[src/rtl/larpix_readout_pkg.sv]
// Shared constants and types for the ADC readout arbiter and anything
// downstream that consumes its events.
package larpix_readout_pkg;

    localparam int NUMCHANNELS = 64;
    localparam int ADCBITS     = 10;
    localparam int TS_BITS     = 32;
    localparam int CH_W        = $clog2(NUMCHANNELS);

    typedef enum logic {
        IDLE,
        LOADED
    } readout_state_t;

    typedef struct packed {
        logic [CH_W-1:0]    channel;
        logic [ADCBITS-1:0] adc;
        logic [TS_BITS-1:0] timestamp;
    } readout_event_t;

endpackage

[src/rtl/rr_priority_picker.sv]
// Round-robin priority picker: lowest requesting index at or above rr_ptr,
// otherwise the lowest requesting index overall.
module rr_priority_picker #(
    parameter  int NUMCHANNELS = 64,
    localparam int CH_W        = $clog2(NUMCHANNELS)
) (
    input  logic [NUMCHANNELS-1:0] req,
    input  logic [CH_W-1:0]        rr_ptr,
    output logic [CH_W-1:0]        winner,
    output logic                   any_req
);

    logic [CH_W-1:0] hi_idx;
    logic [CH_W-1:0] lo_idx;
    logic            hi_found;
    logic            lo_found;

    always_comb begin
        // NOTE: every output of this block gets a default first, so no path
        // leaves a variable unassigned and no latch is inferred.
        hi_idx   = '0;
        lo_idx   = '0;
        hi_found = 1'b0;
        lo_found = 1'b0;
        // Scanning downwards lets the last hit be the lowest index.
        for (int i = NUMCHANNELS - 1; i >= 0; i--) begin
            if (req[i]) begin
                lo_idx   = CH_W'(i);
                lo_found = 1'b1;
                if (i >= int'(rr_ptr)) begin
                    hi_idx   = CH_W'(i);
                    hi_found = 1'b1;
                end
            end
        end
        any_req = lo_found;
        winner  = hi_found ? hi_idx : lo_idx;
    end

endmodule

[src/rtl/adc_readout_arbiter.sv]
// Round-robin arbiter sharing one event path among the per-channel ADCs;
// captures the granted channel's word and timestamp behind a valid/ready pair.
module adc_readout_arbiter
    import larpix_readout_pkg::readout_state_t;
    import larpix_readout_pkg::IDLE;
    import larpix_readout_pkg::LOADED;
#(
    parameter  int NUMCHANNELS = larpix_readout_pkg::NUMCHANNELS,
    parameter  int ADCBITS     = larpix_readout_pkg::ADCBITS,
    parameter  int TS_BITS     = larpix_readout_pkg::TS_BITS,
    localparam int CH_W        = $clog2(NUMCHANNELS)
) (
    input  logic                           clk,
    input  logic                           reset,
    input  logic [NUMCHANNELS-1:0]         done,
    input  logic [ADCBITS*NUMCHANNELS-1:0] dout,
    input  logic [NUMCHANNELS-1:0]         channel_mask,
    input  logic [TS_BITS-1:0]             timestamp,
    input  logic                           event_ready,
    output logic                           event_valid,
    output logic [CH_W-1:0]                event_channel,
    output logic [ADCBITS-1:0]             event_adc,
    output logic [TS_BITS-1:0]             event_timestamp,
    output logic [NUMCHANNELS-1:0]         ack,
    output logic [15:0]                    event_count
);

    readout_state_t          state;
    logic [NUMCHANNELS-1:0]  in_service;
    logic [CH_W-1:0]         rr_ptr;
    logic [NUMCHANNELS-1:0]  req;
    logic [CH_W-1:0]         winner;
    logic                    any_req;
    logic                    grant;
    logic                    deliver;
    logic [NUMCHANNELS-1:0]  grant_onehot;
    logic [CH_W-1:0]         next_ptr;
    logic [ADCBITS-1:0]      adc_word [NUMCHANNELS];

    // A channel already granted stays out of arbitration until its done drops.
    assign req = done & ~channel_mask & ~in_service;

    rr_priority_picker #(
        .NUMCHANNELS (NUMCHANNELS)
    ) u_picker (
        .req     (req),
        .rr_ptr  (rr_ptr),
        .winner  (winner),
        .any_req (any_req)
    );

    assign deliver      = event_valid && event_ready;
    assign grant        = any_req && ((state == IDLE) || deliver);
    assign grant_onehot = {{(NUMCHANNELS-1){1'b0}}, 1'b1} << winner;
    assign next_ptr     = (winner == CH_W'(NUMCHANNELS - 1)) ? '0 : winner + 1'b1;

    always_comb begin
        for (int i = 0; i < NUMCHANNELS; i++) begin
            adc_word[i] = dout[ADCBITS*i +: ADCBITS];
        end
    end

    always_ff @(posedge clk) begin
        if (reset) begin
            // NOTE: sequential state uses non-blocking assignments so every
            // register samples pre-edge values, independent of statement order.
            state           <= IDLE;
            event_valid     <= 1'b0;
            event_channel   <= '0;
            event_adc       <= '0;
            event_timestamp <= '0;
            ack             <= '0;
            event_count     <= '0;
            rr_ptr          <= '0;
            in_service      <= '0;
        end else begin
            in_service <= (in_service & done) | (grant ? grant_onehot : '0);
            ack        <= grant ? grant_onehot : '0;

            if (deliver && (event_count != 16'hFFFF)) begin
                event_count <= event_count + 16'd1;
            end

            case (state)
                IDLE: begin
                    if (grant) begin
                        state           <= LOADED;
                        event_valid     <= 1'b1;
                        event_channel   <= winner;
                        event_adc       <= adc_word[winner];
                        event_timestamp <= timestamp;
                        rr_ptr          <= next_ptr;
                    end
                end
                LOADED: begin
                    // Without event_ready the held event and pointer are frozen.
                    if (grant) begin
                        event_valid     <= 1'b1;
                        event_channel   <= winner;
                        event_adc       <= adc_word[winner];
                        event_timestamp <= timestamp;
                        rr_ptr          <= next_ptr;
                    end else if (event_ready) begin
                        state       <= IDLE;
                        event_valid <= 1'b0;
                    end
                end
            endcase
        end
    end

endmodule

[config.mk]
export PLATFORM = sky130hd
export DESIGN_NAME = adc_readout_arbiter
export DESIGN_NICKNAME = d
export VERILOG_FILES = /design/src/rtl/larpix_readout_pkg.sv /design/src/rtl/rr_priority_picker.sv /design/src/rtl/adc_readout_arbiter.sv
export SDC_FILE = /design/constraint.sdc
export NUM_CORES = 1
export LEC_CHECK = 0
export CAP_MARGIN = 20
export CORE_AREA = 4 4 363 365
export CTS_CLUSTER_SIZE = 24
export DETAILED_ROUTE_END_ITERATION = 12
export DIE_AREA = 0 0 367 369
export GPL_TIMING_DRIVEN = 0
export MAX_ROUTING_LAYER = met4
export REMOVE_ABC_BUFFERS = 1
export SYNTH_ARGS = -nofsm -noshare
export SYNTH_HDL_FRONTEND = slang
export SYNTH_SLANG_ARGS = --single-unit
[constraint.sdc]
create_clock -name clk -period 5.5 [get_ports clk]
set_clock_uncertainty 0.15 [all_clocks]
set_input_delay 1.1 -clock clk [delete_from_list [all_inputs] [get_ports clk]]
set_output_delay 1.1 -clock clk [all_outputs]
set_load 0.005 [all_outputs]
# == Yosys cells after proc, flatten, opt, wreduce, memory -nomap -nowiden ==
# Index checks and enable logic that the tools add are counted.
# word_totals
elab_cells,491
reg_bits,200
inputBits,803
output_inout_bits,129
# classes
addsub,2
n_mux,398
shift,1
bitwise_logic,8
order_cmp,64
eq_ne,4
n_reduce_logical,5
# ops
op,count
6-bit 2-to-1 mux,194
1-bit 2-to-1 mux,196
64-bit AND,3
6-bit >= comparator (first input constant),31
64-bit NOT,2
5-bit by 6-bit >= comparator with 1-bit output (first input constant),16
64-bit 2-to-1 mux,1
64-bit bitwise OR,1
1-bit by 6-bit << shifter with 64-bit output (first input constant),1
10-bit binary-select mux with 6-bit select,1
4-bit by 6-bit >= comparator with 1-bit output (first input constant),8
32-bit 2-to-1 mux,1
10-bit 2-to-1 mux,3
3-bit by 6-bit >= comparator with 1-bit output (first input constant),4
16-bit by 1-bit adder with 16-bit output (second input constant),1
16-bit != test (second input constant),1
1-bit by 6-bit >= comparator with 1-bit output (first input constant),2
2-bit by 6-bit >= comparator with 1-bit output (first input constant),2
7-bit >= comparator (second input constant),1
6-bit NOT with 7-bit output,1
6-bit by 1-bit adder with 6-bit output (second input constant),1
6-bit equality test (second input constant),1
1-bit one-hot mux with 2 select lines,2
1-bit logical AND,3
5 further kinds,5

# == Depth between registers and ports, before layout ==
# logic_depth
word_depth,136
mapped_depth,20
ltp_nobuf,14

# == Modules after synthesis ==
# Synthesis repeated with hierarchy kept, for this count alone.
# hier_totals
cells_unflattened,1759
area_unflattened_um2,15743.8
# by_module_without_submodules
mod,instances,cells_per_inst,area_per_inst_um2,seq_area_each_um2
adc_readout_arbiter,1,1246,12528.3,4003.8
rr_priority_picker,1,513,3215.6,0.0

# == Least setup slack after synthesis ==
# Ideal clock, no wire load.
# synth_path
kind,input-to-reg
from,input done[8]
to,register event_adc[2]
stages,15
path_slack_ns,0.734
setup_ns,0.125
arrival_time_ns,4.491
cell_sequence,or3b_2 clkbuf_2 o32ai_1 o21ai_0 or3b_2 nand4b_4 o21a_1 o21a_1 buf_6 nor2_8 buf_4 mux4_2 a22oi_1 a31oi_1 o41a_1
# synth_between
elab_chain_cells,25
elab_cells_between_ends,61
classes_between,mux: 57; bitwise: 3; reduce/logical: 1
# synth_lines
item,line,rtl
start: declaration,adc_readout_arbiter.sv:15,"input logic [NUMCHANNELS-1:0] done,"
64-bit AND (*) (2 in a row),adc_readout_arbiter.sv:41,assign req = done & ~channel_mask & ~in_service;
6-bit 2-to-1 mux or 1-bit 2-to-1 mux (tied branches),rr_priority_picker.sv:27,if (req[i]) begin
6-bit 2-to-1 mux or 1-bit 2-to-1 mux (tied branches),rr_priority_picker.sv:30,if (i >= int'(rr_ptr)) begin
6-bit 2-to-1 mux or 1-bit 2-to-1 mux (tied branches),rr_priority_picker.sv:27,
6-bit 2-to-1 mux or 1-bit 2-to-1 mux (tied branches),rr_priority_picker.sv:30,
6-bit 2-to-1 mux or 1-bit 2-to-1 mux (tied branches),rr_priority_picker.sv:27,
6-bit 2-to-1 mux or 1-bit 2-to-1 mux (tied branches),rr_priority_picker.sv:30,
6-bit 2-to-1 mux or 1-bit 2-to-1 mux (tied branches),rr_priority_picker.sv:27,
[... 7 more ...],--,
6-bit 2-to-1 mux or 1-bit 2-to-1 mux (tied branches),rr_priority_picker.sv:27,
6-bit 2-to-1 mux or 1-bit 2-to-1 mux (tied branches),rr_priority_picker.sv:30,
6-bit 2-to-1 mux or 1-bit 2-to-1 mux (tied branches),rr_priority_picker.sv:27,
6-bit 2-to-1 mux,rr_priority_picker.sv:37,winner = hi_found ? hi_idx : lo_idx;
6-bit NOT with 7-bit output (not written as such),"adc_readout_arbiter.sv:90, adc_readout_arbiter.sv:100",
10-bit binary-select mux with 6-bit select,"adc_readout_arbiter.sv:90, adc_readout_arbiter.sv:100",
10-bit 2-to-1 mux (not written as such) (2 in a row),"adc_readout_arbiter.sv:90, adc_readout_arbiter.sv:100",
10-bit 2-to-1 mux,"adc_readout_arbiter.sv:86, adc_readout_arbiter.sv:97",
end signal: assignment,adc_readout_arbiter.sv:90,event_adc <= adc_word[winner];
end signal: assignment,adc_readout_arbiter.sv:100,event_adc <= adc_word[winner];
end: declaration,adc_readout_arbiter.sv:22,"output logic [ADCBITS-1:0] event_adc,"
# Mark *: on every way between the ends. The rest lies on a longest branch, timed or not. The select of a mux whose other input is x is not followed.
# A chain may end at the register's enable or synchronous reset.

# == Worst setup path after layout ==
# layout_path
from,input done[47]
to,register event_adc[8]
# layout_between
elab_chain_cells,103
elab_cells_between_ends,295
classes_between,mux: 291; bitwise: 3; reduce/logical: 1
# layout_lines
item,line
64-bit AND (*) (2 in a row),adc_readout_arbiter.sv:41
6-bit 2-to-1 mux or 1-bit 2-to-1 mux (tied branches),rr_priority_picker.sv:27
6-bit 2-to-1 mux or 1-bit 2-to-1 mux (tied branches),rr_priority_picker.sv:30
6-bit 2-to-1 mux or 1-bit 2-to-1 mux (tied branches),rr_priority_picker.sv:27
6-bit 2-to-1 mux or 1-bit 2-to-1 mux (tied branches),rr_priority_picker.sv:30
6-bit 2-to-1 mux or 1-bit 2-to-1 mux (tied branches),rr_priority_picker.sv:27
6-bit 2-to-1 mux or 1-bit 2-to-1 mux (tied branches),rr_priority_picker.sv:30
6-bit 2-to-1 mux or 1-bit 2-to-1 mux (tied branches),rr_priority_picker.sv:27
[... 85 more ...],--
6-bit 2-to-1 mux or 1-bit 2-to-1 mux (tied branches),rr_priority_picker.sv:27
6-bit 2-to-1 mux or 1-bit 2-to-1 mux (tied branches),rr_priority_picker.sv:30
6-bit 2-to-1 mux or 1-bit 2-to-1 mux (tied branches),rr_priority_picker.sv:27
6-bit 2-to-1 mux,rr_priority_picker.sv:37
6-bit NOT with 7-bit output (not written as such),"adc_readout_arbiter.sv:90, adc_readout_arbiter.sv:100"
10-bit binary-select mux with 6-bit select,"adc_readout_arbiter.sv:90, adc_readout_arbiter.sv:100"
10-bit 2-to-1 mux (not written as such) (2 in a row),"adc_readout_arbiter.sv:90, adc_readout_arbiter.sv:100"
10-bit 2-to-1 mux,"adc_readout_arbiter.sv:86, adc_readout_arbiter.sv:97"
# Marks and branches as above.

==> results.sh <==
export IMPL_grt_pass1_vias=20900
export IMPL_holdPathStages=2
export IMPL_rsz0062_at_grt="true"
export IMPL_clock_latency_ps=530
export IMPL_regArea_um2=4020
export IMPL_fin_crit_ps=5460
export IMPL_synth_ff_type="dfxtp_1"
export IMPL_design_die_area_um2=135000
export IMPL_clk_path_buf_depth=2
export IMPL_finalSetupViolations=0
export IMPL_syn_area_per_cell_um2=8.09
export IMPL_cts_sinks=200
export IMPL_startpoint="done[47]"
export IMPL_final_util_pct=23.5
export IMPL_grt_pass1_wl_um=178000
export IMPL_layout_drive_gt1_share_pct=13.3
export IMPL_path_cells="clkdlybuf4s50_1, or3b_4, or3b_1, a311oi_2, and3_4, nand4_4, nor4_4, a211o_4, buf_16, inv_16, buf_16, buf_12, nor2_1, nand3_1, a31oi_1, o41a_1"
export IMPL_synth_seq_area_share_pct=24.7
export IMPL_whs_ps=309
export IMPL_critPathKind="in2reg"
export IMPL_routed_wl_um=137000
export IMPL_core_area_um2=129000
export IMPL_ir_drop_uv=298
export IMPL_crit_top_cell="buf_16"
export IMPL_r2r_end="event_adc[6]$_SDFFE_PP0P_"
export IMPL_dieHeight_um=369
export IMPL_grt_usage_pct=19.5
export IMPL_hold_buffers=0
export IMPL_syn_inst=2005
export IMPL_die_w_um=367
export IMPL_cts_root_buf="clkbuf_16"
export IMPL_avgRoutedWirePerCell_um=29.6
export IMPL_synthToLayoutAreaGrowth_pct=86.3
export IMPL_r2r_cells=13
export IMPL_ys_types=96
export IMPL_fin_crit_sh_pct=99.3
export IMPL_p_per_area_nw_per_um2=448
export IMPL_drtIter0Drc=1889
export IMPL_max_slew_margin_pct=39.9
export IMPL_cts_htree_levels=4
export IMPL_yosys_warnings=0
export IMPL_hp_class="reg2reg"
export IMPL_fin_setup_tns_ps=0
export IMPL_cap_viol_max_count=0
export IMPL_gr_total_overflow=0
export IMPL_initial_utilization_pct=12.6
export IMPL_finalPower_uw=13500
export IMPL_dr_pass1_iters=7
export IMPL_status="completed"
export IMPL_multiInputGateArea_um2=12300
export IMPL_synth_seq_cells=200
export IMPL_hold_violations=0
export IMPL_synth_edf_count=0
export IMPL_slowest_delay_ps=650
export IMPL_cts_tree="yes"
export IMPL_dp_final_hpwl_um=105000
export IMPL_cp_slowest_cell="a31oi_1"
export IMPL_syn_area_um2=16200
export IMPL_cellLeakagePower_uw=0.0107
export IMPL_end_kind="flop"
export IMPL_start_kind="input pin"
export IMPL_reg2reg_slack_ps=140
export IMPL_antenna_found_initial=47
export IMPL_min_to="event_timestamp[8]$_SDFFE_PP0P_"
export IMPL_num_rows=132
export IMPL_arrival_ps=5800
export IMPL_drc=0
export IMPL_cts_buffers=17
export IMPL_timing_fmax_ghz=0.183
export IMPL_cp_max_fo=25
export IMPL_maxSlewViolCount=0
export IMPL_grt_max_degree=89
export IMPL_gp_congestion=0.914
export IMPL_fin_nets=3723
export IMPL_drtAntennaViolNets=0
export IMPL_num_fill_cells=14100
export IMPL_tightestPinTransition_ps=899
export IMPL_io_pin_count=932
export IMPL_crit_required_ps=5840
export IMPL_r2r_start="rr_ptr[3]$_SDFFE_PP0P_"
export IMPL_postSynth_asyncResetShare_pct=0
export IMPL_port_buffers=931
export IMPL_dr_total_vias=21200
export IMPL_routed_via_density=4.57
export IMPL_path_clk_slew_ps=110
export IMPL_min_delay_start="event_timestamp[8]$_SDFFE_PP0P_"
## synthesized netlist by cell type, types with 7 or more instances
| master | n | area [um2] |
|---|---|---|
| nor2_1 | 175 | 657 |
| and2_1 | 10 | 62.6 |
| a221oi_1 | 9 | 78.8 |
| o21ai_1 | 10 | 50.1 |
| nand2_1 | 309 | 1160 |
| buf_2 | 51 | 255 |
| o21a_1 | 11 | 82.6 |
| a31oi_1 | 26 | 163 |
| a2111oi_0 | 13 | 114 |
| o21ai_0 | 77 | 385 |
| o22a_1 | 8 | 70.1 |
| xor2_1 | 13 | 114 |
| and3_1 | 9 | 56.3 |
| nor2b_1 | 11 | 68.8 |
| nor3b_1 | 57 | 428 |
| buf_4 | 15 | 113 |
| o22ai_1 | 87 | 544 |
| or3_1 | 8 | 50.1 |
| dfxtp_1 | 200 | 4000 |
| nand2b_1 | 11 | 68.8 |
| inv_1 | 13 | 48.8 |
| a21oi_1 | 109 | 546 |
| o221ai_1 | 7 | 61.3 |
| a21boi_0 | 7 | 52.6 |
| clkbuf_1 | 56 | 210 |
| nand4_1 | 14 | 87.6 |
| a211oi_1 | 38 | 285 |
| buf_6 | 9 | 101 |
| mux2i_1 | 222 | 2220 |
| nand3_1 | 67 | 335 |
| nor4_1 | 17 | 106 |
| or3b_2 | 35 | 307 |
| o31ai_1 | 7 | 52.6 |
| a21o_1 | 8 | 60.1 |
| a22oi_1 | 20 | 150 |
| o211ai_1 | 11 | 82.6 |
| buf_1 | 7 | 26.3 |
| nor3_1 | 48 | 240 |
| ha_1 | 7 | 87.6 |
| a311oi_1 | 13 | 114 |
| mux4_2 | 53 | 1190 |
## worst max-delay path: cells and delay by family
kind / cells / cell delay, ps
and+or+nand+nor: 7 / 2130
AOI/OAI and AO/OA: 4 / 1470
buffers and inverters: 5 / 1020
## final cells by class
class | instances | area share [%]
multi-input combinational | 1647 | 40.9
clock buffer | 18 | 1.45
timing repair inverter | 3 | 0.104
clock inverter | 14 | 0.625
tap | 1675 | 6.94
antenna | 34 | 0.282
inverter | 15 | 0.369
sequential | 200 | 13.3
timing repair buffer | 1029 | 36.0
## per-layer routing
| layer | vias up | routed length, um | track usage, % |
|---|---|---|---|
| met5 | - | 0 | - |
| li1 | 9449 | - | - |
| met3 | 186 | 10500 | 4.26 |
| met4 | 0 | 4720 | 6.38 |
| met2 | 1179 | 64900 | 31.7 |
| met1 | 10400 | 57000 | 24.1 |
## layout by cell type, fill, tap and decap left out, drive strengths merged, types with 48 or more instances in the layout
cell / instances
nor2: 177
mux2i: 222
nand2: 309
dfxtp: 200
buf: 86
o22ai: 87
clkdlybuf4s50: 930
mux4: 53
a21oi: 109
nor3: 48
nor3b: 59
o21ai: 89
nand3: 67
## timing repair
action                     CTS  global route
setup endpoints to repair  145            63
pin swaps                   22            18
gates cloned                17             3
resized for setup          143            62
setup buffers               36            14
## logic make-up after synthesis
kind of cell	count (synthesis)	synth area share (%)
adder cells (fa/ha/maj)	8	0.602
AO/OA/AOI/OAI	525	21.7
XOR/XNOR	18	0.972
AND/OR/NAND/NOR	814	25.1
buffers and inverters	161	5.55
flip-flops	200	24.7
multiplexers	279	21.3
## worst max path at each step
| stage | to | slack [ps] | depth (start not counted) |
|---|---|---|---|
| after floorplan | event_adc[3]$_SDFFE_PP0P_ | -1290 | 14 |
| after global placement | event_adc[3]$_SDFFE_PP0P_ | -9350 | 13 |
| after detailed placement | event_adc[8]$_SDFFE_PP0P_ | -2940 | 15 |
| after global routing | event_adc[6]$_SDFFE_PP0P_ | -50 | 16 |
| final | event_adc[8]$_SDFFE_PP0P_ | 40 | 16 |
| after CTS | event_adc[3]$_SDFFE_PP0P_ | -50 | 16 |
## through the flow
stage | setup WS (ps) | std cells | area (um2)
2_1_floorplan | -1290 | 1859 | 15400
3_3_place_gp | -9350 | 4465 | 26800
3_5_place_dp | -2940 | 4499 | 27500
4_1_cts | -47.9 | 4584 | 29600
5_1_grt | -49.0 | 4629 | 30200
6_report | 40.6 | 4635 | 30200
## registers in the layout, indices dropped and copies added, names as in the netlist
register / cells
state: 1
event_channel: 6
event_valid: 1
in_service: 64
event_adc: 10
ack: 64
event_timestamp: 32
event_count: 16
rr_ptr: 6
## power by group
part | switching [uW] | total (uW) | internal (uW)
combinational | 5930 | 10300 | 4400
clock | 750 | 1450 | 704
sequential | 188 | 1750 | 1560
(Power assumes the default switching activity.)
